<file path="config.mk">
export PLATFORM = sky130hd
export DESIGN_NAME = unsigned_divider_seq
export DESIGN_NICKNAME = d
export VERILOG_FILES = /design/src/rtl/unsigned_divider_seq.sv
export SDC_FILE = /design/constraint.sdc
export NUM_CORES = 1
export LEC_CHECK = 0
export CAP_MARGIN = 20
export CORE_ASPECT_RATIO = 1.1
export CORE_UTILIZATION = 57
export CTS_BUF_LIST = sky130_fd_sc_hd__clkbuf_16
export DETAILED_ROUTE_END_ITERATION = 7
export MAX_ROUTING_LAYER = met4
export PLACE_DENSITY = 0.84
export SLEW_MARGIN = 5
export SYNTH_ARGS = -nofsm -noshare
export SYNTH_HDL_FRONTEND = slang
export SYNTH_SLANG_ARGS = --single-unit
</file>
<file path="constraint.sdc">
create_clock -name clk -period 4.1 [get_ports clk]
set_input_delay 1.23 -clock clk [delete_from_list [all_inputs] [get_ports clk]]
set_output_delay 1.23 -clock clk [all_outputs]
set_load 0.05 [all_outputs]
</file>
<file path="src/rtl/unsigned_divider_seq.sv">
// Multi-cycle restoring divider: one quotient bit per enabled clock, start/busy/done handshake.
// Latency WIDTH+1 enabled edges (1 for divide-by-zero); ena=0 freezes all state; optional DIVIDER_SIGNED_EN.
module unsigned_divider_seq #(
    parameter int WIDTH = 8,
    localparam int CNT_W = $clog2(WIDTH) + 1
) (
    input  logic             clk,
    input  logic             rst_n,
    input  logic             ena,
    input  logic             start,
`ifdef DIVIDER_SIGNED_EN
    input  logic             signed_mode,
`endif
    input  logic [WIDTH-1:0] dividend,
    input  logic [WIDTH-1:0] divisor,
    output logic             busy,
    output logic             done,
    output logic [WIDTH-1:0] quotient,
    output logic [WIDTH-1:0] remainder,
    output logic             div_by_zero
);

    typedef enum logic [1:0] {IDLE, RUN, DONE} state_t;

    state_t             state_q, state_d;
    logic [CNT_W-1:0]   cnt_q, cnt_d;
    logic [WIDTH:0]     rem_q, rem_d;
    logic [WIDTH-1:0]   q_q, q_d;
    logic [WIDTH-1:0]   dvs_q, dvs_d;
    logic               busy_q, busy_d;
    logic               done_q, done_d;
    logic [WIDTH-1:0]   quo_q, quo_d;
    logic [WIDTH-1:0]   rmd_q, rmd_d;
    logic               dbz_q, dbz_d;
    logic               neg_quo_q, neg_quo_d;
    logic               neg_rem_q, neg_rem_d;

    logic [WIDTH:0]     rem_sh, rem_nx;
    logic [WIDTH-1:0]   q_nx, a_mag, b_mag, rem_lo;
    logic               ge, sgn_a, sgn_b;
    logic               unused_rem_msb;

    // The remainder never exceeds the divisor after an iteration, so its MSB is always 0 before the shift.
    assign unused_rem_msb = rem_q[WIDTH];

    always_comb begin
`ifdef DIVIDER_SIGNED_EN
        sgn_a = signed_mode & dividend[WIDTH-1];
        sgn_b = signed_mode & divisor[WIDTH-1];
`else
        sgn_a = 1'b0;
        sgn_b = 1'b0;
`endif
        a_mag = sgn_a ? -dividend : dividend;
        b_mag = sgn_b ? -divisor : divisor;

        rem_sh = {rem_q[WIDTH-1:0], q_q[WIDTH-1]};
        ge     = rem_sh >= {1'b0, dvs_q};
        rem_nx = ge ? (rem_sh - {1'b0, dvs_q}) : rem_sh;
        q_nx   = {q_q[WIDTH-2:0], ge};
        rem_lo = rem_nx[WIDTH-1:0];

        state_d   = state_q;
        cnt_d     = cnt_q;
        rem_d     = rem_q;
        q_d       = q_q;
        dvs_d     = dvs_q;
        busy_d    = busy_q;
        done_d    = done_q;
        quo_d     = quo_q;
        rmd_d     = rmd_q;
        dbz_d     = dbz_q;
        neg_quo_d = neg_quo_q;
        neg_rem_d = neg_rem_q;

        if (ena) begin
            case (state_q)
                RUN: begin
                    rem_d = rem_nx;
                    q_d   = q_nx;
                    cnt_d = cnt_q + CNT_W'(1);
                    if (cnt_q == CNT_W'(WIDTH - 1)) begin
                        state_d = DONE;
                        busy_d  = 1'b0;
                        done_d  = 1'b1;
                        quo_d   = neg_quo_q ? -q_nx : q_nx;
                        rmd_d   = neg_rem_q ? -rem_lo : rem_lo;
                    end
                end
                default: begin
                    state_d = IDLE;
                    done_d  = 1'b0;
                    if (start) begin
                        if (divisor == '0) begin
                            state_d = DONE;
                            done_d  = 1'b1;
                            quo_d   = '1;
                            rmd_d   = dividend;
                            dbz_d   = 1'b1;
                        end else begin
                            state_d   = RUN;
                            busy_d    = 1'b1;
                            q_d       = a_mag;
                            dvs_d     = b_mag;
                            rem_d     = '0;
                            cnt_d     = '0;
                            dbz_d     = 1'b0;
                            neg_quo_d = sgn_a ^ sgn_b;
                            neg_rem_d = sgn_a;
                        end
                    end
                end
            endcase
        end
    end

    always_ff @(posedge clk or negedge rst_n) begin
        if (!rst_n) begin
            state_q   <= IDLE;
            cnt_q     <= '0;
            rem_q     <= '0;
            q_q       <= '0;
            dvs_q     <= '0;
            busy_q    <= 1'b0;
            done_q    <= 1'b0;
            quo_q     <= '0;
            rmd_q     <= '0;
            dbz_q     <= 1'b0;
            neg_quo_q <= 1'b0;
            neg_rem_q <= 1'b0;
        end else begin
            state_q   <= state_d;
            cnt_q     <= cnt_d;
            rem_q     <= rem_d;
            q_q       <= q_d;
            dvs_q     <= dvs_d;
            busy_q    <= busy_d;
            done_q    <= done_d;
            quo_q     <= quo_d;
            rmd_q     <= rmd_d;
            dbz_q     <= dbz_d;
            neg_quo_q <= neg_quo_d;
            neg_rem_q <= neg_rem_d;
        end
    end

    assign busy        = busy_q;
    assign done        = done_q;
    assign quotient    = quo_q;
    assign remainder   = rmd_q;
    assign div_by_zero = dbz_q;

endmodule

</file>
* After elaboration in Yosys (flattened, before gate mapping) *
Cells that the tools add are included.

storage, ports and cells
  register bits after elaboration = 49
  bits in latches = 0
  bits in writable memories = 0
  bits in read-only memories = 0
  input port bits = 20
  output and inout bits = 19
  memories kept = 0

operators by class
  $add $sub $neg = 2
  multipliers = 0
  div/mod/pow operators = 0
  order comparisons = 1
  eq/ne operators = 4
  shift operators = 0
  mux-type cells = 30
  bitwise gates (word level) = 2
  reductions and logical operators = 9

operators by type and width
  kind                 number
  $mux 8               15
  $mux 4               3
  $reduce_and 4->1     3
  $ge 9x8->1           1
  $logic_not 8->1      1
  $mux 1               8
  $mux 2               4
  $sub 8x8->8          1
  $reduce_and 3->1     2
  $add 4x1->4 const B  1
  $eq 4x3->1 const B   1
  $reduce_bool 2->1    2
  $eq 2x1->1 const B   1
  $ne 2x1->1 const B   1
  $ne 2x2->1 const B   1
  $not 1->1            2
  $reduce_and 2->1     1

* Longest topological paths before layout *
Gate-level depths: netlist of the first run.

  word-level depth = 4
  mapped depth = 10
  gate-level depth less buffers = 10

* Worst setup path after synthesis of the first run *
Ideal clock, no wire load.

  path kind = input-to-reg
  start point = input port divisor[7]
  end point = register rmd_q[5] (netlist: remainder[5])
  library setup time = 82 ps
  arrival time = 2663 ps
  required time = 4018 ps
  setup slack = 1355 ps
  stages = 6
  path buffers = 0
  cells stage by stage = or4_1 or2_4 o21ai_4 nor2_1 a221o_1 a31oi_1

between the ends
  word-level cells in the longest chain between the ends = 3

ends and longest elaborated chain
  item                                line  text
  start: declaration                  15    input logic [WIDTH-1:0] divisor,
  $logic_not 8->1                     94    if (divisor == '0) begin
  $reduce_bool 2->1 (no source line)  -
  $reduce_and 4->1 (no source line)   -
  end signal: assignment              140   rmd_q <= rmd_d;
  end: declaration                    33    logic [WIDTH-1:0] rmd_q, rmd_d;

Every way passes these cells.
A chain may end at the register's enable or synchronous reset.

* Final worst setup path of the first run *
  start point = input port divisor[7]
  end point = register rmd_q[0] (netlist: remainder[0])

The elaborated chain is that of the path after synthesis.

==> metrics.sh, run 1 <==
RESULT_OF_THE_RUN='finished, final reports clean'
PLACEMENT_ROWS=24
CTS_RESIZED=0
WORST_IR_DROP_VDD_mV=0.386
MAXSLEWHEADROOM_PCT=29.4
POSTSYNTHCELLCOUNT=259
SYNTH_COMPOUND_AREA_SHARE_PCT=22.1
CLK-INSERTION-DELAY-LATE_PS=290
MAX-CLOCK-PATH-BUFFERS=2
CP_CELL_SEQUENCE='clkdlybuf4s50_1, or4_1, or2_4, o21ai_4, buf_4, nor2_1, a221oi_1'
TRITONCTS_NUM_SINKS=48
TIMING.CRITICAL_PATH.TO='remainder[0]$_DFFE_PN0P_'
GLOBAL_ROUTE.PEAK_USAGE_LAYER='met2'
FINAL_CELLS=349
INSERTEDDIODECOUNT=0
SYNTH_CELL_TYPES=40
ROOT_BUFFER='sky130_fd_sc_hd__clkbuf_16'
TIMING.RR.START='rem_q[1]$_DFFE_PN0P_'
TOTAL_LEAKAGE_POWER_nW=1.36
DR_TOTAL_VIAS=2093
TIMING.CRITICAL_PATH.TO_TYPE='register'
DP_HPWL_UM=4400
SYN-NUM-NETS=289
SYNTHADDERAREAFRAC_PCT=5.43
SLEW_VIOLATIONS=0
POST_SYNTH_AND_OR_NAND_NOR_AREA_FRACTION_PCT=16.1
TIMING.SETUP.TNS_PS=0
SYNTHFLOPTYPE='sky130_fd_sc_hd__dfrtp_1'
SYNTH_TOP_FAMILY_BY_AREA='compound AO/OA/AOI/OAI gates'
GRTUSAGEMET3_PCT=4.52
FILL_CELLS=291
R2R_SLACK_PS=1370
FLOORPLAN.DIE.WIDTH_UM=64.4
ASYNC_SET_RESET_FLOP_SHARE_OUT_OF_SYNTHESIS_PCT=100
FIN_NETS=326
DETAIL_ROUTE.ITER0.VIOLATIONS=119
CRITPATHMAXSTAGEDELAY_PS=560
GRT_UTIL_MET2_PCT=47.7
GLOBALROUTEOVERFLOWTOTAL=0
MUXSHAREOFSYNTHAREA_PCT=2.10
SYNTH_AREA_UM2=2440
CRIT_TYPE='input pin to register'
CRITICAL_PATH.MAX_FANOUT=16
DETAIL_ROUTE.WL_PER_CELL_UM=17.4
NUMBER_OF_ANTENNA_VIOLATIONS_AT_THE_FIRST_CHECK_IN_GLOBAL_ROUTING=0
CTS_INSERTED_BUFFERS=5
GRT.TOTAL_USAGE_PCT=29.6
DRT_PRE_ANTENNA_ITERS=5
BUFFERS_ADDED_ON_PORTS=38
DRCVIOLATIONCOUNT=0
REG_CLK_SLEW_REPORTED_PATHS_PS=70
MIN_PATH_TYPE='register to register'
STARTPOINT_OF_THE_MOST_CRITICAL_SETUP_PATH='divisor[7]'
CTS-HTREE-LEVELS=2
CTSHOLDBUFFERS=0
PLACEDCELLCOUNT=340
IO_PINS=39
WORST-PATH-STAGES=7
FINALWIRELENGTH_UM=6070
SYNTH-SEQ-AREA-SHARE_PCT=49.2
CTS_TREE='built'
CRITICAL_PATH_BUF_INV_COUNT=2
SYNTH-EDFF-COUNT=0
GLOBAL_ROUTE.USAGE.MET1_PCT=39.2
START_UTIL_PCT=60.7
FINAL_PERIOD_DEMAND_OF_THE_WORST_PATH_PS=3200
SYN_TO_FINAL_GROWTH_PCT=23.3
VIAS_PER_CELL=6.00
R2R-END='remainder[6]$_DFFE_PN0P_'
VIA_COUNT_OF_THE_FIRST_GLOBAL_ROUTING_PASS=2073
TIMING.CRITICAL_PATH.REQUIRED_PS=4280
SYNTH_SEQ_CELLS=48
GRT_FIRST_PASS_WIRELENGTH_UM=10100
START_KIND='input pin'
SETUP_VIOL=0
YOSYS.AREA_SHARE.XOR_XNOR_PCT=1.08
CHIPHEIGHT_UM=70.7
DIE-AREA_UM2=4550
TIMING.CRITICAL_PATH.SLOWEST_STAGE_CELL='sky130_fd_sc_hd__or4_1'
PLACE_CONGESTION=0.910
YOSYSTOPAREACELLSHARE_PCT=49.2
POST_SYNTH_MAIN_AREA_CONTRIBUTORS='sky130_fd_sc_hd__dfrtp_1 49%, sky130_fd_sc_hd__nand2_1 6.0%, sky130_fd_sc_hd__o21ai_0 4.7%, sky130_fd_sc_hd__ha_1 4.6%, sky130_fd_sc_hd__nor2_1 3.8%'
SYNTH.YOSYS.WARNINGS=0
RR_WORST_DEPTH=7
FINALCLOCKSKEW_PS=6.64
UNREPAIRED_SETUP_ENDPOINTS_AFTER_GLOBAL_ROUTING='no'
NETLIST.TOP_CELL.BY_AREA='sky130_fd_sc_hd__dfrtp_1'
GRT_MAX_DEGREE=49
TIGHTESTPINTRANSITION_PS=1060
DRV_CAP=0
SYN_AREA_PER_CELL_UM2=9.43
POWER_DENSITY_OVER_THE_CELLS_nW_PER_UM2=740
CORE_UM2=4020
DRIVE_ABOVE_1_SHARE_PCT=5.72
PERIOD_SHARE_PCT=78.2
CRITICAL-PATH-TOP-DELAY-FAMILY='simple AND/OR/NAND/NOR gates'
CP_DATA_ARRIVAL_TIME_PS=3380
TIMING.FINAL.HOLD_VIOLATIONS=0
ANTENNA_LEFT=0
FMAX_GHz=0.312
CTS_SETUP_BUFFERS=0
layout by cell type (no fill, tap or decap), types with 3 or more instances in the layout:
master,netlist,routed
sky130_fd_sc_hd__nand3_1,8,8
sky130_fd_sc_hd__o31ai_1,5,5
sky130_fd_sc_hd__nand2_1,39,39
sky130_fd_sc_hd__clkbuf_16,0,5
sky130_fd_sc_hd__or4_1,3,3
sky130_fd_sc_hd__nor2b_1,4,4
sky130_fd_sc_hd__o21a_1,5,5
sky130_fd_sc_hd__o21ai_0,23,22
sky130_fd_sc_hd__a31oi_1,7,7
sky130_fd_sc_hd__mux2i_1,4,4
sky130_fd_sc_hd__a21o_1,7,7
sky130_fd_sc_hd__nor2_1,25,25
sky130_fd_sc_hd__a21oi_1,14,14
sky130_fd_sc_hd__ha_1,9,9
sky130_fd_sc_hd__clkdlybuf4s50_1,0,37
sky130_fd_sc_hd__buf_4,1,3
sky130_fd_sc_hd__inv_1,11,11
sky130_fd_sc_hd__dfrtp_1,48,48
sky130_fd_sc_hd__o22a_1,7,7
sequential cells by signal (all words and copies together) (netlist names):
register,cells
dvs_q,8
remainder,8
busy,1
div_by_zero,1
q_q,8
quotient,8
cnt_q,4
state_q,2
rem_q,8
synth_stat cells, types with 3 or more instances:
cell,instances
sky130_fd_sc_hd__a21o_1,7
sky130_fd_sc_hd__a21oi_1,14
sky130_fd_sc_hd__a31oi_1,7
sky130_fd_sc_hd__buf_2,7
sky130_fd_sc_hd__clkbuf_1,4
sky130_fd_sc_hd__dfrtp_1,48
sky130_fd_sc_hd__ha_1,9
sky130_fd_sc_hd__inv_1,11
sky130_fd_sc_hd__mux2i_1,4
sky130_fd_sc_hd__nand2_1,39
sky130_fd_sc_hd__nand3_1,8
sky130_fd_sc_hd__nor2_1,25
sky130_fd_sc_hd__nor2b_1,4
sky130_fd_sc_hd__o21a_1,5
sky130_fd_sc_hd__o21ai_0,23
sky130_fd_sc_hd__o22a_1,7
sky130_fd_sc_hd__o31ai_1,5
sky130_fd_sc_hd__or4_1,3
stage by stage:
step / hold slack [ps] / utilization [%] / total power [mW] / instance area (um2) / setup slack, ps
6_report: 489 / 74.9 / 2.23 / 3010 / 896
5_1_grt: 508 / 74.9 / 2.37 / 3010 / 776
4_1_cts: 489 / 74.4 / 2.22 / 2990 / 886
3_5_place_dp: 475 / 70.8 / 1.81 / 2850 / 574
3_3_place_gp: 469 / 70.8 / 1.78 / 2850 / 721
2_1_floorplan: 450 / - / 1.51 / 2440 / 1360
cell type report:
class                           count  area (um2)  share of cell area, %
Clock inverter                      3        18.8                  0.623
Timing Repair Buffer               42         418                   13.9
Sequential cell                    48        1200                   39.9
Multi-Input combinational cell    188        1140                   38.0
Inverter                           11        41.3                   1.37
Tap cell                           52        65.1                   2.16
Clock buffer                        5         125                   4.15
worst register-to-register path: stages, from the launching register on:
cell and delay [ps]:
sky130_fd_sc_hd__dfrtp_1 400, sky130_fd_sc_hd__ha_1 390, sky130_fd_sc_hd__a21oi_1 150, sky130_fd_sc_hd__o21ai_0 120, sky130_fd_sc_hd__a211oi_1 600, sky130_fd_sc_hd__and2_1 480
sky130_fd_sc_hd__o31ai_1 200, sky130_fd_sc_hd__o221a_2 270
power by group:
part	leakage, nW	switching, mW	total [mW]	internal, mW
combinational	0.664	0.697	1.10	0.408
clock	0.0635	0.170	0.393	0.224
sequential	0.629	0.109	0.731	0.621
total	1.36	0.976	2.23	1.25
worst min path at each step:
stage                                       start                      end  slack, ps  cells past startpoint
after floorplan              rem_q[7]$_DFFE_PN0P_     rem_q[7]$_DFFE_PN0P_        450                      2
after global placement           busy$_DFFE_PN0P_         busy$_DFFE_PN0P_        470                      1
after detailed placement         busy$_DFFE_PN0P_         busy$_DFFE_PN0P_        470                      1
after CTS                        busy$_DFFE_PN0P_         busy$_DFFE_PN0P_        490                      1
after global routing      quotient[1]$_DFFE_PN0P_  quotient[1]$_DFFE_PN0P_        510                      1
final                     quotient[4]$_DFFE_PN0P_  quotient[4]$_DFFE_PN0P_        490                      1
cells by family (layout without fill, tap and decap cells):
group	after synthesis	after routing
mux	5	5
buf+inv	23	61
compound gates	81	81
fa+ha+maj	10	10
flops	48	48
simple gates	89	89
xor+xnor	3	3
per-layer routing:
metal  up-vias  wire, um
li1        993         -
met1      1017      2670
met2        73      3010
met3        10       303
met4         0        86
met5         -         0
(Power assumes the default switching activity.)
==> run 2, diff against run 1 <==
--- a/config.mk
+++ b/config.mk
@@ -7,11 +7,11 @@
 export LEC_CHECK = 0
 export CAP_MARGIN = 20
 export CORE_ASPECT_RATIO = 1.1
-export CORE_UTILIZATION = 57
+export CORE_UTILIZATION = 48
 export CTS_BUF_LIST = sky130_fd_sc_hd__clkbuf_16
 export DETAILED_ROUTE_END_ITERATION = 7
 export MAX_ROUTING_LAYER = met4
-export PLACE_DENSITY = 0.84
+export PLACE_DENSITY = 0.76
 export SLEW_MARGIN = 5
 export SYNTH_ARGS = -nofsm -noshare
 export SYNTH_HDL_FRONTEND = slang
==> constraint.sdc (replaced) <==
create_clock -name clk -period 2.8 [get_ports clk]
set_input_delay 0.84 -clock clk [delete_from_list [all_inputs] [get_ports clk]]
set_output_delay 0.84 -clock clk [all_outputs]
set_load 0.05 [all_outputs]
==> run 2 against run 1 <==
Against the previous run: count of clock-buffer cells in the layout unchanged; via count decreased by 1.7%; utilization shrank 10 points; non-clock buffer count is 9 higher; setup slack got worse by 650 ps; largest cell class unchanged.
==> metrics.sh, run 2 (same netlist as run 1, synthesis figures left out) <==
SLEW_VIOLATIONS=0  # unchanged
ANTENNA_LEFT=0  # unchanged
CTS_SETUP_BUFFERS=0  # unchanged
TIMING.SETUP.TNS_PS=0  # unchanged
DRT_PRE_ANTENNA_ITERS=4  # was 5
PERIOD_SHARE_PCT=91.3
FINALWIRELENGTH_UM=5570  # was 6070 um
CTS_INSERTED_BUFFERS=5  # unchanged
CTS-HTREE-LEVELS=2  # unchanged
DRIVE_ABOVE_1_SHARE_PCT=8.17  # was 5.72%
GRT.TOTAL_USAGE_PCT=23.0  # was 29.6%
DRCVIOLATIONCOUNT=0  # unchanged
CLK-INSERTION-DELAY-LATE_PS=290  # about the same
R2R-END='remainder[6]$_DFFE_PN0P_'  # unchanged
MAX-CLOCK-PATH-BUFFERS=2  # unchanged
MAXSLEWHEADROOM_PCT=58.5  # was 29.4%
FLOORPLAN.DIE.WIDTH_UM=70.0  # was 64.4 um
DP_HPWL_UM=4090  # was 4400 um
FINALCLOCKSKEW_PS=6.25  # was 6.64 ps
CTSHOLDBUFFERS=0  # unchanged
NUMBER_OF_ANTENNA_VIOLATIONS_AT_THE_FIRST_CHECK_IN_GLOBAL_ROUTING=0  # unchanged
SETUP_VIOL=0  # unchanged
TRITONCTS_NUM_SINKS=48  # unchanged
FMAX_GHz=0.391
CP_DATA_ARRIVAL_TIME_PS=2770  # was 3380 ps
START_KIND='input pin'  # unchanged
MIN_PATH_TYPE='register to register'  # unchanged
RR_WORST_DEPTH=10  # was 7
FIN_NETS=335  # was 326
LAYOUT.AREA.SEQ_UM2=1200  # unchanged
MULTI_INPUT_AREA_UM2=1140  # unchanged
POWER_DENSITY_OVER_THE_CELLS_nW_PER_UM2=1080  # was 740 nW/um2
CTS_TREE='built'  # unchanged
CRITICAL_PATH.MAX_FANOUT=5  # was 16
MOST-COMMON-LAYOUT-CELLS='48 x sky130_fd_sc_hd__dfrtp_1, 39 x sky130_fd_sc_hd__nand2_1, 37 x sky130_fd_sc_hd__clkdlybuf4s50_1'  # unchanged
CRITICAL-PATH-TOP-DELAY-FAMILY='simple AND/OR/NAND/NOR gates'  # unchanged
UNREPAIRED_SETUP_ENDPOINTS_AFTER_GLOBAL_ROUTING='no'  # unchanged
CRITPATHMAXSTAGEDELAY_PS=550  # was 560 ps
GRT_MAX_DEGREE=49  # unchanged
CHIPHEIGHT_UM=76.8  # was 70.7 um
GLOBALROUTEOVERFLOWTOTAL=0  # unchanged
DIE-AREA_UM2=5380  # was 4550 um2
CTS_RESIZED=0  # unchanged
SYN_TO_FINAL_GROWTH_PCT=27.0  # was 23.3%
WORST-PATH-STAGES=7  # unchanged
R2R_SLACK_PS=340  # was 1370 ps
RESULT_OF_THE_RUN='finished, final reports clean'  # unchanged
TIMING.CRITICAL_PATH.REQUIRED_PS=3010  # was 4280 ps
WORST_IR_DROP_VDD_mV=0.616  # was 0.386 mV
TIGHTESTPINTRANSITION_PS=621  # was 1060 ps
FILL_CELLS=398  # was 291
BUFFERS_ADDED_ON_PORTS=38  # unchanged
GRT_FIRST_PASS_WIRELENGTH_UM=9440  # was 10100 um
MIN_TO='div_by_zero$_DFFE_PN0P_'  # was quotient[4]$_DFFE_PN0P_
MIN_DELAY_PATH_DEPTH=2  # was 1
DETAIL_ROUTE.WL_PER_CELL_UM=15.4  # was 17.4 um
PLACEMENT_ROWS=26  # was 24
DR_TOTAL_VIAS=2057  # was 2093
TOTALPOWERFINAL_mW=3.35  # was 2.23 mW
CP_CELL_SEQUENCE='clkdlybuf4s50_1, or4_1, or2_4, o21ai_4, nor2_1, a221o_1, a31oi_1'  # was clkdlybuf4s50_1, or4_1, or2_4, o21ai_4, buf_4, nor2_1, a221oi_1
CORE_UM2=4780  # was 4020 um2
CRITICAL_PATH_BUF_INV_COUNT=1  # was 2
TIMING.RR.START='q_q[7]$_DFFE_PN0P_'  # was rem_q[1]$_DFFE_PN0P_
TOTAL_LEAKAGE_POWER_nW=1.42  # was 1.36 nW
HOLD_PATH.STARTPOINT='div_by_zero$_DFFE_PN0P_'  # was quotient[4]$_DFFE_PN0P_
INSERTEDDIODECOUNT=0  # unchanged
DRV_CAP=0  # unchanged
TIMING.FINAL.HOLD_VIOLATIONS=0  # unchanged
TIMING.CRITICAL_PATH.SLOWEST_STAGE_CELL='sky130_fd_sc_hd__or4_1'  # unchanged
VIA_COUNT_OF_THE_FIRST_GLOBAL_ROUTING_PASS=2001  # was 2073
IO_PINS=39  # unchanged
ROOT_BUFFER='sky130_fd_sc_hd__clkbuf_16'  # unchanged
REG_CLK_SLEW_REPORTED_PATHS_PS=60  # was 70 ps
DETAIL_ROUTE.ITER0.VIOLATIONS=103  # was 119
TIMING.CRITICAL_PATH.TO_TYPE='register'  # unchanged
START_UTIL_PCT=51.1  # was 60.7%
PLACE_CONGESTION=0.895  # was 0.910
LAYOUT_COMMONEST_CELL='sky130_fd_sc_hd__dfrtp_1'  # unchanged
VIAS_PER_CELL=5.68  # was 6.00
CRIT_TYPE='input pin to register'  # unchanged
FINAL_PERIOD_DEMAND_OF_THE_WORST_PATH_PS=2560
run 2: tightest hold or removal path, cell delays in order, from the launching register on:
cell and delay [ps]:
sky130_fd_sc_hd__dfrtp_1 340, sky130_fd_sc_hd__nand2_1 40, sky130_fd_sc_hd__o21ai_0 60
run 2: metal layers:
metal | up-vias | share of wire (%) | routed length, um | track usage (%)
li1 | 1009 | - | - | -
met1 | 983 | 47 | 2620 | 29.1
met2 | 55 | 47 | 2600 | 35.8
met3 | 10 | 4.6 | 256 | 4.99
met4 | 0 | 1.8 | 102 | 9.20
met5 | - | 0 | 0 | -
run 2: stage by stage:
step	util [%]	hold WS (ps)	area, um2	setup slack [ps]	instances
final	64.9	480	3100	242	362
after global routing	64.9	508	3100	123	362
after CTS	64.9	486	3100	231	362
after floorplan	-	450	2440	445	259
after detailed placement	61.5	471	2940	-79.0	354
after global placement	61.5	463	2940	-12.3	354
run 2: final cells by class:
| class | instances | share of cell area, % |
|---|---|---|
| clock inverters | 3 | 1.21 |
| repair buffers | 51 | 15.6 |
| clock buffers | 5 | 4.03 |
| flip-flops and latches | 48 | 38.7 |
| inverters | 11 | 1.33 |
| well taps | 56 | 2.26 |
| multi-input cells | 188 | 36.8 |
run 2: report_power, final:
group,internal (mW),switching (mW)
Sequential,0.910,0.161
Combinational,0.624,0.986
Clock,0.415,0.250
run 2: how the worst max path moves through the flow:
stage	from	end	slack (ps)
final	divisor[7]	remainder[5]$_DFFE_PN0P_	240
after global routing	divisor[3]	remainder[0]$_DFFE_PN0P_	120
after CTS	divisor[3]	remainder[7]$_DFFE_PN0P_	230
after detailed placement	divisor[3]	remainder[7]$_DFFE_PN0P_	-80
after global placement	divisor[3]	remainder[5]$_DFFE_PN0P_	-10
after floorplan	divisor[7]	remainder[5]$_DFFE_PN0P_	450
